==> config.mk <==
export PLATFORM = sky130hd
export DESIGN_NAME = bip_run_ctrl
export DESIGN_NICKNAME = d
export VERILOG_FILES = /design/src/rtl/bip_run_ctrl.sv
export SDC_FILE = /design/constraint.sdc
export NUM_CORES = 1
export LEC_CHECK = 0
export CAP_MARGIN = 20
export CORE_UTILIZATION = 50
export CTS_CLUSTER_SIZE = 20
export DETAILED_ROUTE_END_ITERATION = 10
export GPL_ROUTABILITY_DRIVEN = 0
export PLACE_DENSITY = 0.78
export SKIP_LAST_GASP = 1
export SYNTH_ARGS = -nofsm -noshare
export SYNTH_HDL_FRONTEND = slang
export SYNTH_SLANG_ARGS = --single-unit
==> constraint.sdc <==
create_clock -name i_clk -period 2.8 [get_ports i_clk]
set_input_delay 0.56 -clock i_clk [delete_from_list [all_inputs] [get_ports i_clk]]
set_output_delay 0.56 -clock i_clk [all_outputs]
set_load 0.02 [all_outputs]
==> src/rtl/bip_run_ctrl.sv <==
// Run/step/halt controller for the BIP core, driven by host command bytes.
// Ports: i_clk/i_rst, i_cmd/i_cmd_valid/o_cmd_ready command link,
//  i_instruction/i_acc core taps, o_cpu_en/o_cpu_rst core control,
//  o_tx_data/o_tx_valid/i_tx_ready dump stream, o_state, o_bad_cmd.
module bip_run_ctrl #(
  parameter int DATA_WIDTH = 16,
  parameter int NB_SIGX    = 11,
  parameter int RST_CYCLES = 4
) (
  input  logic                  i_clk,
  input  logic                  i_rst,
  input  logic [7:0]            i_cmd,
  input  logic                  i_cmd_valid,
  output logic                  o_cmd_ready,
  input  logic [DATA_WIDTH-1:0] i_instruction,
  input  logic [DATA_WIDTH-1:0] i_acc,
  output logic                  o_cpu_en,
  output logic                  o_cpu_rst,
  output logic [7:0]            o_tx_data,
  output logic                  o_tx_valid,
  input  logic                  i_tx_ready,
  output logic [2:0]            o_state,
  output logic                  o_bad_cmd
);

  typedef enum logic [2:0] {
    IDLE = 3'd0,
    RUN  = 3'd1,
    STEP = 3'd2,
    HALT = 3'd3,
    DUMP = 3'd4,
    CRST = 3'd5
  } state_t;

  localparam logic [7:0] CMD_RUN   = 8'h72;
  localparam logic [7:0] CMD_STEP  = 8'h73;
  localparam logic [7:0] CMD_PAUSE = 8'h70;
  localparam logic [7:0] CMD_DUMP  = 8'h64;
  localparam logic [7:0] CMD_CRST  = 8'h63;

  localparam int RW = (RST_CYCLES > 1) ? $clog2(RST_CYCLES) : 1;
  localparam logic [RW-1:0] RST_LAST = RW'(RST_CYCLES - 1);

  state_t                state;
  state_t                nxt;
  logic [RW-1:0]         rst_cnt;
  logic [15:0]           cyc;
  logic [DATA_WIDTH-1:0] snap;
  logic [1:0]            idx;
  logic                  ret_halt;
  logic                  accept;
  logic                  known;
  logic                  hlt;
  logic                  hs;
  logic [7:0]            nbyte;
  logic                  unused;

  assign accept = i_cmd_valid & o_cmd_ready;
  assign known  = (i_cmd == CMD_RUN) || (i_cmd == CMD_STEP) ||
                  (i_cmd == CMD_PAUSE) || (i_cmd == CMD_DUMP) ||
                  (i_cmd == CMD_CRST);
  assign hlt    = o_cpu_en &&
                  (i_instruction[DATA_WIDTH-1:NB_SIGX] == '0);
  assign hs     = o_tx_valid & i_tx_ready;
  assign o_state = state;
  assign unused  = ^i_instruction[NB_SIGX-1:0];

  // byte that follows the one currently on o_tx_data
  always_comb begin
    nbyte = 8'h00;
    unique case (idx)
      2'd0: nbyte = cyc[7:0];
      2'd1: nbyte = snap[15:8];
      2'd2: nbyte = snap[7:0];
      default: nbyte = 8'h00;
    endcase
  end

  always_comb begin
    nxt = state;
    unique case (state)
      CRST: if (rst_cnt == RST_LAST) nxt = IDLE;
      IDLE: if (accept) begin
        if (i_cmd == CMD_RUN) nxt = RUN;
        else if (i_cmd == CMD_STEP) nxt = STEP;
        else if (i_cmd == CMD_DUMP) nxt = DUMP;
        else if (i_cmd == CMD_CRST) nxt = CRST;
      end
      // halt beats a pause arriving in the same cycle
      RUN: if (hlt) nxt = HALT;
        else if (accept && i_cmd == CMD_PAUSE) nxt = IDLE;
      STEP: nxt = hlt ? HALT : IDLE;
      HALT: if (accept) begin
        if (i_cmd == CMD_DUMP) nxt = DUMP;
        else if (i_cmd == CMD_CRST) nxt = CRST;
      end
      DUMP: if (hs && idx == 2'd3) nxt = ret_halt ? HALT : IDLE;
      default: nxt = CRST;
    endcase
  end

  always_ff @(posedge i_clk or posedge i_rst) begin
    if (i_rst) state <= CRST;
    else state <= nxt;
  end

  always_ff @(posedge i_clk or posedge i_rst) begin
    if (i_rst) begin
      o_cpu_rst   <= 1'b1;
      o_cpu_en    <= 1'b0;
      o_cmd_ready <= 1'b0;
      o_bad_cmd   <= 1'b0;
      o_tx_valid  <= 1'b0;
      o_tx_data   <= 8'h00;
      rst_cnt     <= '0;
      cyc         <= 16'h0000;
      snap        <= '0;
      idx         <= 2'd0;
      ret_halt    <= 1'b0;
    end else begin
      o_cpu_rst   <= (nxt == CRST);
      o_cpu_en    <= (nxt == RUN) || (nxt == STEP);
      o_cmd_ready <= (nxt == IDLE) || (nxt == RUN) || (nxt == HALT);
      o_bad_cmd   <= accept && !known;
      if (state == CRST && nxt == CRST) rst_cnt <= rst_cnt + 1'b1;
      else rst_cnt <= '0;
      if (state != CRST && nxt == CRST) begin
        cyc  <= 16'h0000;
        snap <= '0;
      end else begin
        if (o_cpu_en && cyc != 16'hFFFF) cyc <= cyc + 16'd1;
        if (hlt || (state == IDLE && nxt == DUMP)) snap <= i_acc;
      end
      if (state != DUMP && nxt == DUMP) begin
        ret_halt   <= (state == HALT);
        idx        <= 2'd0;
        o_tx_valid <= 1'b1;
        o_tx_data  <= cyc[15:8];
      end else if (hs) begin
        idx <= idx + 2'd1;
        if (idx == 2'd3) begin
          o_tx_valid <= 1'b0;
          o_tx_data  <= 8'h00;
        end else begin
          o_tx_data <= nbyte;
        end
      end
    end
  end

endmodule

# Word-level counts from Yosys, hierarchy flattened
# Cells that the tools add are included.
# op_classes
addsub	3
eq_ne	22
n_mux	27
bitwise	2
n_reduce_logical	27
# op_table
op	count
2-to-1 mux 16 bit	4
equality test 8 x 7 -> 1 bit, second input constant	5
2-to-1 mux 3 bit	10
2-to-1 mux 8 bit	3
one-hot mux 8 bit (3 select lines)	1
one-hot mux 3 bit (6 select lines)	1
adder 16 x 1 -> 16 bit, second input constant	1
!= test 16 bit, second input constant	1
equality test 3 x 2 -> 1 bit, second input constant	4
equality test 3 bit, second input constant	4
2-to-1 mux 2 bit	5
logical AND 1 bit	9
logical OR 1 bit	8
nonzero test 2 bit	4
equality test 2 bit, second input constant	3
equality test 3 x 1 -> 1 bit, second input constant	2
zero test 3 bit	2
!= test 3 bit, second input constant	2
zero test 5 bit	1
adder 2 x 1 -> 2 bit, second input constant	2
2-to-1 mux 1 bit	3
bitwise AND 1 bit	2
equality test 2 x 1 -> 1 bit, second input constant	1
zero test 2 bit	1
2 further kinds	2
# totals
regBits	53
inputBits	44
out_inout_bits	16
elab_cells	93

# Depth between registers and ports, before layout
# Gate-level depths: netlist of run 1.
# depth
depth_word	12
depth_mapped	9
depth_no_buf	7

# Worst setup path before layout of run 1
# Ideal clock, no wire load.
# synth_path
kind	input to register
start	input i_cmd[0]
end	register o_tx_data[0]
setup_ps	125
arrival_ps	2659
required_ps	2675
setup_slack_ps	16
cell_stages	8
n_path_buf	2
path_cell_list	buf_6 -> or3b_1 -> a2111o_1 -> nor3_2 -> o211ai_2 -> or3_4 -> buf_6 -> mux2_4
# synth_via
elab_chain_cells	10
word_cells_on_any_way	19
classes_between	eq/ne: 6; mux: 10; reduce/logical: 3
# synth_lines
item	line_no	source
from (decl)	12	input logic [7:0] i_cmd,
equality test 8 x 7 -> 1 bit	87, 95	
2-to-1 mux 3 bit	87, 95	
2-to-1 mux 3 bit	86	else if (i_cmd == CMD_DUMP) nxt = DUMP;
2-to-1 mux 3 bit	85	else if (i_cmd == CMD_STEP) nxt = STEP;
2-to-1 mux 3 bit	84	if (i_cmd == CMD_RUN) nxt = RUN;
2-to-1 mux 3 bit	83	IDLE: if (accept) begin
one-hot mux 3 bit (6 select lines) *	81	unique case (state)
equality test 3 bit *	134	if (state != DUMP && nxt == DUMP) begin
logical AND 1 bit *	134	
2-to-1 mux 8 bit or nonzero test 2 bit (tied branches)	n/a	
to (signal assigned)	138	o_tx_data <= cyc[15:8];
to (signal assigned)	145	o_tx_data <= nbyte;
to (decl)	19	output logic [7:0] o_tx_data,
# Every way passes the cells marked *; elsewhere a longest branch is shown, timed or not.
# A chain may end at the register's enable or synchronous reset.

# Worst setup path in the final report of run 1
# layout_path
start	input i_cmd[3]
end	register o_tx_data[3]
# layout_via
elab_chain_cells	10
word_cells_on_any_way	19
classes_between	eq/ne: 6; mux: 10; reduce/logical: 3
# layout_lines
item	line_no	source
equality test 8 x 7 -> 1 bit	87, 95	
2-to-1 mux 3 bit	87, 95	
2-to-1 mux 3 bit	86	
2-to-1 mux 3 bit	85	
2-to-1 mux 3 bit	84	
2-to-1 mux 3 bit	83	
one-hot mux 3 bit (6 select lines) *	81	
via nxt[0]	45	state_t nxt;
equality test 3 bit *	134	
logical AND 1 bit *	134	
2-to-1 mux 8 bit or nonzero test 2 bit (tied branches)	n/a	
# The timed path passes the listed nets; every way through them passes the cells marked *.

==> results.md, run 1 <==
* WP buf/inv at 1
* Clk slew on worst S/H paths at ~0.090 ns
* Synth Warn # at 0
* Tcrit/Tclk final at 98.1%
* Final Skew at 0.0103 ns
* Achievable frequency at 0.364 GHz
* Arr. time, crit path at between 2 and 3 ns
* Via count at 2,591
* Post-synth EDFFs at 0
* CP Max Fanout at 12
* Routed len/inst at 16.9 um
* Final wirelength at roughly 7.4 mm
* Top delay family on crit path: simple AND/OR/NAND/NOR gates
* Syn_nets at 353
* Final HPWL DP at 5.10 mm
* Minimum clock period at 2.75 ns
* Clk sinks at 53
* P_leak at approximately 1.7 nW
* P per Cell Area at just over 800 nW/um^2
* Worst path cell trace: clkdlybuf4s50_1 -> or2_2 -> o41ai_1 -> o311a_4 -> nand3_4 -> or3_4 -> mux2_4
* Crit-path slowest cell: o41ai_1
* Synthesis-stage register bit count at 53
* Max cap viols at 0
* Worst setup SP type: input port
* Max Slew Vio Count at 0
* Gr usage total at 26.4%
* Maximum buffer depth of the clock tree at 2
* First DRT Iteration DRCs at around 250
* CP Capture Type: flip-flop
* Final setup viols at 0
* Unique masters post-synth at 52
* Main flop type after synthesis: dfrtp_1
* Synth Instances at approximately 300
* # placed instances at between 400 and 500
* Number of fill cells at 434
* IO Count at 60
* Synth top area cells: dfrtp_1 43%, o21ai_0 4.3%, nand3_1 4.1%
* First-pass GRT wire length at about 13 mm
* Total Power at between 3 and 4 mW
* Vias in the first global route at roughly 2,600
* Fin nets at 419
* Initial antenna violation count at 1
* Tightest Hold Check Type: reg2reg
* Dominant cell type by area after synthesis: dfrtp_1
* Port bufs at 48
* CTS tree: yes
* DRC Markers at 0
* Post-synth top area share at between 40% and 50%
* Fin. Hold Viols at 0
* H-tree depth at 2
* Core area at roughly 5500 sq um
* Mapped Avg Cell Area at about 9.6 sq um
* GRT overflow at 0
* Worst slew pin tran at about 0.75 ns
* Slew headroom at roughly 50%
* Final TNS setup at 0 ns
* Register area share after synthesis at between 40% and 50%
* Syn-to-layout area delta at 33.2%
* Initial Utilization at around 52%
* CP Depth at 7
* Worst vdd ir at around 0.40 mV
* # rows at 27
* WHS at ~0.45 ns
* TritonRoute pass-1 iters at 6
* Fin cells at roughly 440
* Clock buffer count from CTS at 5
* Crit-path max cell delay at 0.46 ns
* R2R depth at 6
* Total Die Area at 6120 sq um
* Pin count of the biggest net entering global routing at 37
* CP Data Required Time at ~3.0 ns
* Die Ht at around 80 um
* Asr flop ratio synth at between 90% and 100%
* Crit path kind: in2reg
* Share of cells above drive strength 1 at 17.9%
* Hold_buf cts at 0
* Ant diodes at 0
* Antenna-violating nets left at 0
* Clk_lat worst skew at 0.30 ns
* Clk root buf: clkbuf_8
* Die X at just under 80 um
* Status: finished clean
* Hold Crit Depth at 1
* Cell area after synthesis at a little under 3000 sq um
* Avg Vias per Cell at just under 6
* Unrepaired setup endpoints after global routing: no
## flip-flops by register name (all words and copies together) (netlist names)
signal / count
cyc: 16
snap: 16
o_tx_data: 8
o_state: 3
idx: 2
rst_cnt: 2
o_bad_cmd: 1
o_cmd_ready: 1
o_cpu_en: 1
o_cpu_rst: 1
o_tx_valid: 1
ret_halt: 1
## Yosys cell counts (5+ instances only)
cell	n
a21oi_1	18
a222oi_1	8
and3_1	6
buf_2	5
clkbuf_1	6
dfrtp_1	50
ha_1	7
inv_1	8
mux2_4	6
nand2_1	20
nand3_1	24
nand4_1	8
nor2_1	27
nor3_1	7
o21ai_0	25
xnor2_1	13
xor2_1	5
## report_power, final
part	internal [mW]	switching (mW)	leakage, nW
Combinational	0.679	0.658	1.04
Clock	0.179	0.250	0.0456
Sequential	1.06	0.341	0.639
Total	1.91	1.25	1.72
## worst reg2reg max path, stage by stage (launching register included)
cell	delay, ns
dfstp_2	0.71
nor3_1	0.12
and4_1	0.24
a211oi_1	0.44
nand3_4	0.14
or3_4	0.45
mux2_4	0.33
## layout by cell type, fill, tap and decap left out, types with 3 or more instances in the layout
cell type,netlist,routed
dfstp_2,3,3
mux2_4,6,6
buf_4,3,23
dfrtp_1,50,50
clkdlybuf4s50_1,0,38
nand3b_1,3,3
xnor2_1,13,13
nand4_1,8,8
and3_1,6,6
xor2_1,5,5
nor3b_1,3,3
ha_1,7,7
and4_1,3,3
o21ai_0,25,22
nand3_1,24,24
o21ai_1,1,3
nor2_1,27,26
dlymetal6s2s_1,0,9
inv_1,8,7
clkbuf_8,0,5
buf_12,0,4
nor3_1,7,7
nand2_1,20,20
a222oi_1,8,8
o21a_1,3,3
nor2b_1,3,3
a21oi_1,18,17
## cell families (layout without fill, tap and decap cells)
family          count (synthesis)  in the layout  share of synthesized area [%]
mux                            10             10                           4.56
buf+inv                        27             94                           4.61
compound gates                 67             67                           14.8
xor+xnor                       18             18                           5.42
simple gates                  120            120                           21.9
fa+ha+maj                       7              7                           3.01
flops                          53             53                           45.8
## worst paths after layout
| path | slack [ns] | endpoint | start |
|---|---|---|---|
| hold reg to reg | 0.45 | rst_cnt[0] | rst_cnt[0] |
| setup / recovery | 0.05 | o_tx_data[3] | i_cmd[3] |
| setup reg to reg | 0.27 | o_tx_data[3] | o_state[2] |
| min in group asynchronous | 0.70 | o_tx_data[4] | i_rst |
| max in group asynchronous | 1.46 | cyc[13] | i_rst |
| hold / removal | 0.45 | rst_cnt[0] | rst_cnt[0] |
## repair_timing
action,4_1_cts,5_1_grt
cloned,3,0
setup buffers,7,1
hold endpoints to repair,0,0
setup endpoints to repair,40,40
pin swaps,15,11
resized for setup,10,18
## through the flow
stage	util (%)	area, sq um	worst slack (ns)
after global routing	69.9	3870	0.000153
after floorplan	-	2910	0.0161
after detailed placement	64.5	3580	-0.395
after global placement	64.5	3580	-0.345
after CTS	68.9	3810	-0.0392
final	69.9	3870	0.0540
## layer usage
| layer | track usage (%) | vias up | routed length (um) |
|---|---|---|---|
| li1 | - | 1225 | - |
| met1 | 36.9 | 1270 | 3390 |
| met2 | 41.4 | 82 | 3540 |
| met3 | 4.42 | 12 | 374 |
| met4 | 9.26 | 2 | 127 |
| met5 | 0 | - | 8 |
## cell type report
| class | instances | area [sq um] | share of cell area (%) |
|---|---|---|---|
| clock buffer | 6 | 72.6 | 1.87 |
| clock inverter | 2 | 13.8 | 0.355 |
| inverter | 8 | 30.0 | 0.775 |
| multi-input combinational | 222 | 1510 | 39.0 |
| sequential | 53 | 1330 | 34.3 |
| tap | 72 | 90.1 | 2.33 |
| timing repair buffer | 78 | 825 | 21.3 |
Note: power is estimated with default switching activity, not from simulation.
==> run 2: changes to the inputs <==
- CORE_UTILIZATION: 50 -> 45
- PLACE_DENSITY: 0.78 -> 0.72
- clock period: 2.8 -> 2.95 ns (I/O delays scaled with it)
==> results.md, run 2 (synthesis results as in run 1) <==
* Status: finished clean
* Via count at approximately 2,500
* WP buf/inv at 3
* Setup ws final at roughly 0.027 ns
* R2R depth at 6
* Crit-path slowest cell: or4_4
* Minimum clock period at between 2 and 3 ns
* Die Ht at ~82 um
* Initial Utilization at around 48%
* Arr. time, crit path at around 3.1 ns
* Met2 Resource Use GR at between 30% and 40%
* Total Die Area at ~6800 sq um
* Worst setup SP type: input port
* Post-Place Cell Area at between 3000 and 4000 sq um
* Gr usage total at a little under a quarter
* Biggest regs: cyc x16, snap x16, o_tx_data x8
* Final TNS setup at 0 ns
* Final wirelength at just over 7 mm
* Routed len/inst at 16.6 um
* Fin. Hold Viols at 0
* Initial antenna violation count at 0
* Antenna-violating nets left at 0
* Gr busiest metal: met1
* Commonest non-fill, non-tap cell in the layout: dfrtp_1
* WHS Endpoint: rst_cnt[0]
* Max cap viols at 0
* GRT overflow at 0
* Tightest Hold Check Type: reg2reg
* Hold_buf cts at 0
* R2R Setup Slk at 0.40 ns
* Most frequent cells in the layout: 50 x dfrtp_1, 47 x clkdlybuf4s50_1, 27 x nor2_1
* Share of cells above drive strength 1 at between 10% and 20%
* TritonRoute pass-1 iters at 6
* Maximum buffer depth of the clock tree at 2
* Hold Crit Depth at 1
* Final setup viols at 0
* Vias in the first global route at approximately 2,400
* Ant diodes at 0
* Max Slew Vio Count at 0
* Clk sinks at between 50 and 60
* DRC Markers at 0
* Core area at around 6100 sq um
* CTS tree: yes
* Avg Vias per Cell at just under 6
* # rows at 28
* # placed instances at 422
* Tcrit/Tclk final at between 90% and 100%
* Fin nets at between 400 and 500
* CP Max Fanout at 8
* FF-to-FF Start: o_state[2]
* Met1 Usage GRT at between 30% and 40%
* Crit-path max cell delay at between 0.5 and 0.6 ns
* Die X at a little over 80 um
* Clk slew on worst S/H paths at around 0.090 ns
* Final HPWL DP at 4.95 mm
* First DRT Iteration DRCs at ~260
* Worst vdd ir at 0.412 mV
* Port bufs at 48
* Worst path cell trace: clkdlybuf4s50_1 -> or4_4 -> or3b_4 -> o311a_4 -> nand3_4 -> nor4bb_4 -> buf_4 -> clkbuf_16 -> a21oi_1
* P_leak at 1.62 nW
* Source of the worst hold timing path: rst_cnt[0]
* Met3 usage at about 4.6%
* Clock buffer count from CTS at 5
* Final Util at slightly above 60%
* Slew headroom at a little under two thirds
* Number of fill cells at approximately 500
* CP Data Required Time at approximately 3.2 ns
* Worst slew pin tran at about 0.54 ns
* IO Count at 60
* Top delay family on crit path: simple AND/OR/NAND/NOR gates
* Clk root buf: clkbuf_8
* Crit path kind: in2reg
* Final Skew at between 0.008 and 0.009 ns
* Clk_lat worst skew at between 0.3 and 0.4 ns
* CP Capture Type: flip-flop
* Final instance area at between 3000 and 4000 sq um
* H-tree depth at 2
* WHS at 0.450 ns
* P per Cell Area at around 790 nW/um^2
* Setup WS pre-CTS at -0.323 ns
* R2r endpoint: o_tx_data[2]
* Pin count of the biggest net entering global routing at 33
* Fin cells at roughly 440
* Achievable frequency at roughly 0.34 GHz
* Syn-to-layout area delta at 30.0%
* Total Power at between 2 and 3 mW
* First-pass GRT wire length at approximately 12 mm
run 2: cell type report:
cell class              instances  area, sq um  share of cell area (%)
clock buffers                   6         82.6                    2.19
well taps                      75         93.8                    2.48
repair buffers                 69          733                    19.4
multi-input cells             222         1490                    39.5
flip-flops and latches         53         1330                    35.2
inverters                       8         30.0                   0.795
clock inverters                 2         13.8                   0.364
run 2: per-layer routing:
layer / routed length, um / part of all wire (%)
met5: 0 / 0
met4: 117 / 1.6
met3: 548 / 7.6
met2: 3230 / 45
met1: 3320 / 46
run 2: repair_timing:
action                     in CTS  in global routing
hold endpoints to repair        0                  0
setup endpoints to repair       0                 41
buffers inserted                0                  2
gates resized for setup         0                  8
run 2: worst reg2reg max path: stages (launching register included):
cell	delay [ns]
dfstp_2	0.69
nor3_1	0.12
and4_1	0.24
a211oi_1	0.46
nand3_4	0.15
or3_4	0.46
mux2_4	0.33
run 2: worst max path at each step:
stage | startpoint | end | slack (ns) | cells past startpoint
floorplan | i_cmd[0] | o_tx_data[0] | 0.14 | 8
global placement | i_cmd[2] | o_tx_data[7] | -0.30 | 7
detailed placement | i_cmd[2] | o_tx_data[2] | -0.32 | 7
CTS | i_cmd[2] | o_tx_data[2] | 0.01 | 7
global route | i_instruction[12] | snap[12] | -0.01 | 9
finish | i_instruction[12] | snap[11] | 0.03 | 9
run 2: power by group:
group,leakage [nW],total (mW),internal (mW),switching [mW]
combinational,0.926,1.21,0.611,0.602
clock,0.0512,0.433,0.191,0.242
sequential,0.639,1.33,1.00,0.324
total,1.62,2.97,1.80,1.17
==> run 3: changes to the inputs <==
- MAX_ROUTING_LAYER: unset -> met4
==> results.md, run 3 (synthesis results as in run 1) <==
* CTS tree: yes
* Core area at 6060 sq um
* Maximum buffer depth of the clock tree at 2
* Antenna-violating nets left at 0
* Port bufs at 48
* Commonest non-fill, non-tap cell in the layout: dfrtp_1
* Final HPWL DP at 4.95 mm
* Setup ws final at roughly 0.013 ns
* R2R depth at 6
* Hold_buf cts at 0
* Routed len/inst at 16.5 um
* Ant diodes at 0
* Slew headroom at between 60% and 70%
* Tcrit/Tclk final at 99.6%
* Clk slew on worst S/H paths at roughly 0.090 ns
* Fin nets at about 410
* CP Launch Point: i_instruction[12]
* Avg Vias per Cell at between 5 and 6
* Fin cells at 434
* Tightest Hold Check Type: reg2reg
* Clk sinks at 53
* CP Data Required Time at 3.15 ns
* FF-to-FF Start: o_state[2]
* # rows at 28
* DRC Markers at 0
* Number of fill cells at between 500 and 600
* Via count at 2,523
* Biggest regs: cyc x16, snap x16, o_tx_data x8
* P_leak at roughly 1.6 nW
* Die X at roughly 82 um
* Crit-path slowest cell: or4_4
* Max cap viols at 0
* Clock buffer count from CTS at 5
* Arr. time, crit path at 3.14 ns
* WHS at between 0.4 and 0.5 ns
* Setup WS pre-CTS at -0.323 ns
* Total Die Area at 6780 sq um
* CP Max Fanout at 8
* Minimum clock period at between 2 and 3 ns
* Final wirelength at a little over 7 mm
* Die Ht at 82.4 um
* TritonRoute pass-1 iters at 5
* R2R Setup Slk at about 0.40 ns
* First-pass GRT wire length at around 12 mm
* R2r endpoint: o_tx_data[2]
* Worst vdd ir at slightly above 0.4 mV
* GRT overflow at 0
* Vias in the first global route at approximately 2,400
* Share of cells above drive strength 1 at between 15 and 20%
* Max Slew Vio Count at 0
* Crit path kind: in2reg
* Most frequent cells in the layout: 50 x dfrtp_1, 47 x clkdlybuf4s50_1, 27 x nor2_1
* Worst path cell trace: clkdlybuf4s50_1 -> or4_4 -> or3b_4 -> o311a_4 -> nand3_4 -> nor4bb_4 -> buf_4 -> clkbuf_16 -> a21oi_1
* Worst Setup EP: snap[11]
* Final Skew at ~0.008 ns
* # placed instances at about 420
* P per Cell Area at 794 nW/um^2
* Initial antenna violation count at 0
* H-tree depth at 2
* Worst setup SP type: input port
* Initial Utilization at a little under half
* First DRT Iteration DRCs at between 200 and 300
* Pin count of the biggest net entering global routing at 33
* Syn-to-layout area delta at 29.0%
* Status: finished clean
* Final setup viols at 0
* Worst slew pin tran at ~0.53 ns
* Final TNS setup at 0 ns
* IO Count at 60
* Clk root buf: clkbuf_8
* Achievable frequency at about 0.34 GHz
* Crit-path max cell delay at 0.54 ns
* Gr usage total at 23.5%
* CP Capture Type: flip-flop
* Clk_lat worst skew at about 0.31 ns
* Fin. Hold Viols at 0
[run 3: area by class of cell]
class / instances / area (sq um) / area share (%)
multi-input combinational: 222 / 1490 / 39.9
sequential: 53 / 1330 / 35.5
timing repair buffer: 68 / 704 / 18.8
tap: 75 / 93.8 / 2.50
clock buffer: 6 / 82.6 / 2.20
inverter: 8 / 30.0 / 0.801
clock inverter: 2 / 13.8 / 0.367
[run 3: worst min path at each step]
stage,endpoint,cells after the start,startpoint
after CTS,rst_cnt[0],1,rst_cnt[0]
after detailed placement,rst_cnt[0],1,rst_cnt[0]
final,rst_cnt[0],1,rst_cnt[0]
after floorplan,rst_cnt[0],1,rst_cnt[0]
after global routing,rst_cnt[0],1,rst_cnt[0]
after global placement,rst_cnt[0],1,rst_cnt[0]
[run 3: critical path: cells and delay by family]
kind	cells	cell delay (ns)
buf+inv	3	0.77
compound gates	2	0.43
simple gates	4	1.34
[run 3: timing repair]
item	CTS	global route
setup endpoints to repair	0	41
gates resized for setup	0	7
endpoints found under the hold margin	0	0
buffers inserted	0	2
[run 3: layer usage]
metal,track usage (%),wire (um),vias up
li1,-,-,1200
met1,33.2,3420,1215
met2,33.9,3210,98
met3,4.95,425,10
met4,6.84,121,0
met5,-,0,-
[run 3: per-stage QoR]
step	cell area, sq um	power (mW)	util, %
final	3750	2.98	61.8
after global routing	3750	3.20	61.8
after CTS	3660	2.93	60.4
after detailed placement	3560	2.48	58.8
after global placement	3560	2.44	58.8
after floorplan	2910	2.04	-
[run 3: report_power, final]
group          internal (mW)  leakage (nW)  total (mW)  switching, mW
combinational          0.610         0.913        1.21          0.603
clock                  0.191        0.0512       0.436          0.245
sequential              1.00         0.639        1.33          0.325
total                   1.80          1.60        2.98           1.17
==> RTL change (flow settings as in run 3) <==
The parameter `RST_CYCLES` goes from 4 to 8.
--- a/src/rtl/bip_run_ctrl.sv
+++ b/src/rtl/bip_run_ctrl.sv
@@ -5,7 +5,7 @@
 module bip_run_ctrl #(
   parameter int DATA_WIDTH = 16,
   parameter int NB_SIGX    = 11,
-  parameter int RST_CYCLES = 4
+  parameter int RST_CYCLES = 8
 ) (
   input  logic                  i_clk,
   input  logic                  i_rst,
Function: changed (a bounded check fails within 10 cycles, from zero or initial values and one cycle with i_rst high).
==> RTL change against run 3 <==
  * Die area up 1.5%
  * Cell area shrank 0.33%
  * Maximum frequency rose by 8.0%
  * Sequential cell count up 1
  * Wire length shrank 9.7%
  * Core utilization decreased by 3.0 points
  * Combinational power shrank 11%
  * Total power down 5.3%
  * Critical endpoint is now o_tx_data[5]
  * Sequential share of layout area up 0.79 points
  * Area after synthesis increased by 1.5%
  * First-iteration DRC count decreased by 40%
  * Worst setup slack gained 0.22 ns
  * Count of clock-buffer cells in the layout is 1 higher
==> RTL change: results <==
metrics = {
    "cells_and_area": {
        "clock_cell_area_share_pct": 2.44,
        "inverters": 7,
        "n_antenna_cell": 0,
        "sh_seq_area_pct": 36.3,
        "clock_buffers": 7,
        "drive_gt1_share_pct": 13.5,
        "multi_input_cells": 213,
        "buf_share_pct": 17.7,
        "nNetsFinal": 400,
        "fill_cells": 547,
    },
    "timing": {
        "skew_ns": 0.00746,
        "hold_ws_ns": 0.448,
        "worstMarginPinSlew_ns": 0.677,
        "period_needed_ns": 2.72,
    },
    "power": {
        "combPwrFrac_pct": 38.2,
        "ir_drop_mv": 0.390,
        "seqPwrFrac_pct": 46.7,
        "power_switching_w": 0.00106,
        "p_leak_nw": 1.58,
    },
    "detailed_routing": {
        "finalWirelength_mm": 6.48,
        "met2WireLength_mm": 3.14,
        "dr.pass1.iters": 4,
        "drt-initial-drc-count": 159,
        "wl_met1_mm": 2.99,
        "met3WireLength_um": 249,
        "via_per_inst": 5.53,
    },
    "setup_path": {
        "path_max_fanout": 4,
        "worst_r2r_path_depth": 9,
        "worstReg2RegEnd": "o_tx_data[5]",
        "max_stage_delay_ns": 0.42,
        "crit_start": "i_cmd[7]",
        "slowest_stage": "clkdlybuf4s50_1",
        "r2r-start": "rst_cnt[0]",
    },
    "synthesis": {
        "synthMuxAreaShare_pct": 11.0,
        "syn-num-nets": 339,
        "synthTopCellsByArea": "dfrtp_1 43%, mux2i_1 6.8%, nor2_1 5.0%, ha_1 3.4%, nand2_1 3.2%",
        "async_reset_ff_share_pct": 100,
        "synth_compound_area_share_pct": 11.2,
        "synth_common_cells": "51 x dfrtp_1, 39 x nor2_1, 25 x nand2_1",
        "synth.yosys.seq_area_share_pct": 45.9,
        "synthAdderAreaFrac_pct": 3.39,
    },
    "global_routing": {
        "grt_pass1_wl_mm": 11.4,
        "met3_usage_pct": 3.38,
        "grtUsageMet1_pct": 28.3,
        "grt_pass1_vias": 2375,
        "grtUsageTotal_pct": 21.2,
        "grtUsageMet2_pct": 33.7,
    },
    "cts": {
        "clock_sinks": 54,
    },
    "status": {
        "outcome": "completed",
    },
    "place": {
        "preCtsSetupSlack_ns": -0.0900,
        "place_hpwl_mm": 4.92,
    },
}
## RTL change: cell types whose count changed in the layout (fill, tap and decap cells not counted), sizes merged, moves of 7 or more
cell / run 3 / this run
nand3: 25 / 4
mux2i: 2 / 20
o21ai: 26 / 13
nor2: 27 / 39
a21oi: 18 / 10
xnor2: 13 / 5
and2: 1 / 8
## RTL change: stage by stage
| stage | area (um^2) | std cells | util, % | power (W) | TNS, ns |
|---|---|---|---|---|---|
| after floorplan | 2950 | 287 | - | 0.00197 | 0 |
| after global placement | 3640 | 418 | 57.4 | 0.00237 | -1.45 |
| after detailed placement | 3640 | 418 | 57.4 | 0.00240 | -0.691 |
| after CTS | 3740 | 426 | 58.8 | 0.00284 | 0 |
| after global routing | 3740 | 426 | 58.8 | 0.00303 | 0 |
| final | 3740 | 426 | 58.8 | 0.00282 | 0 |
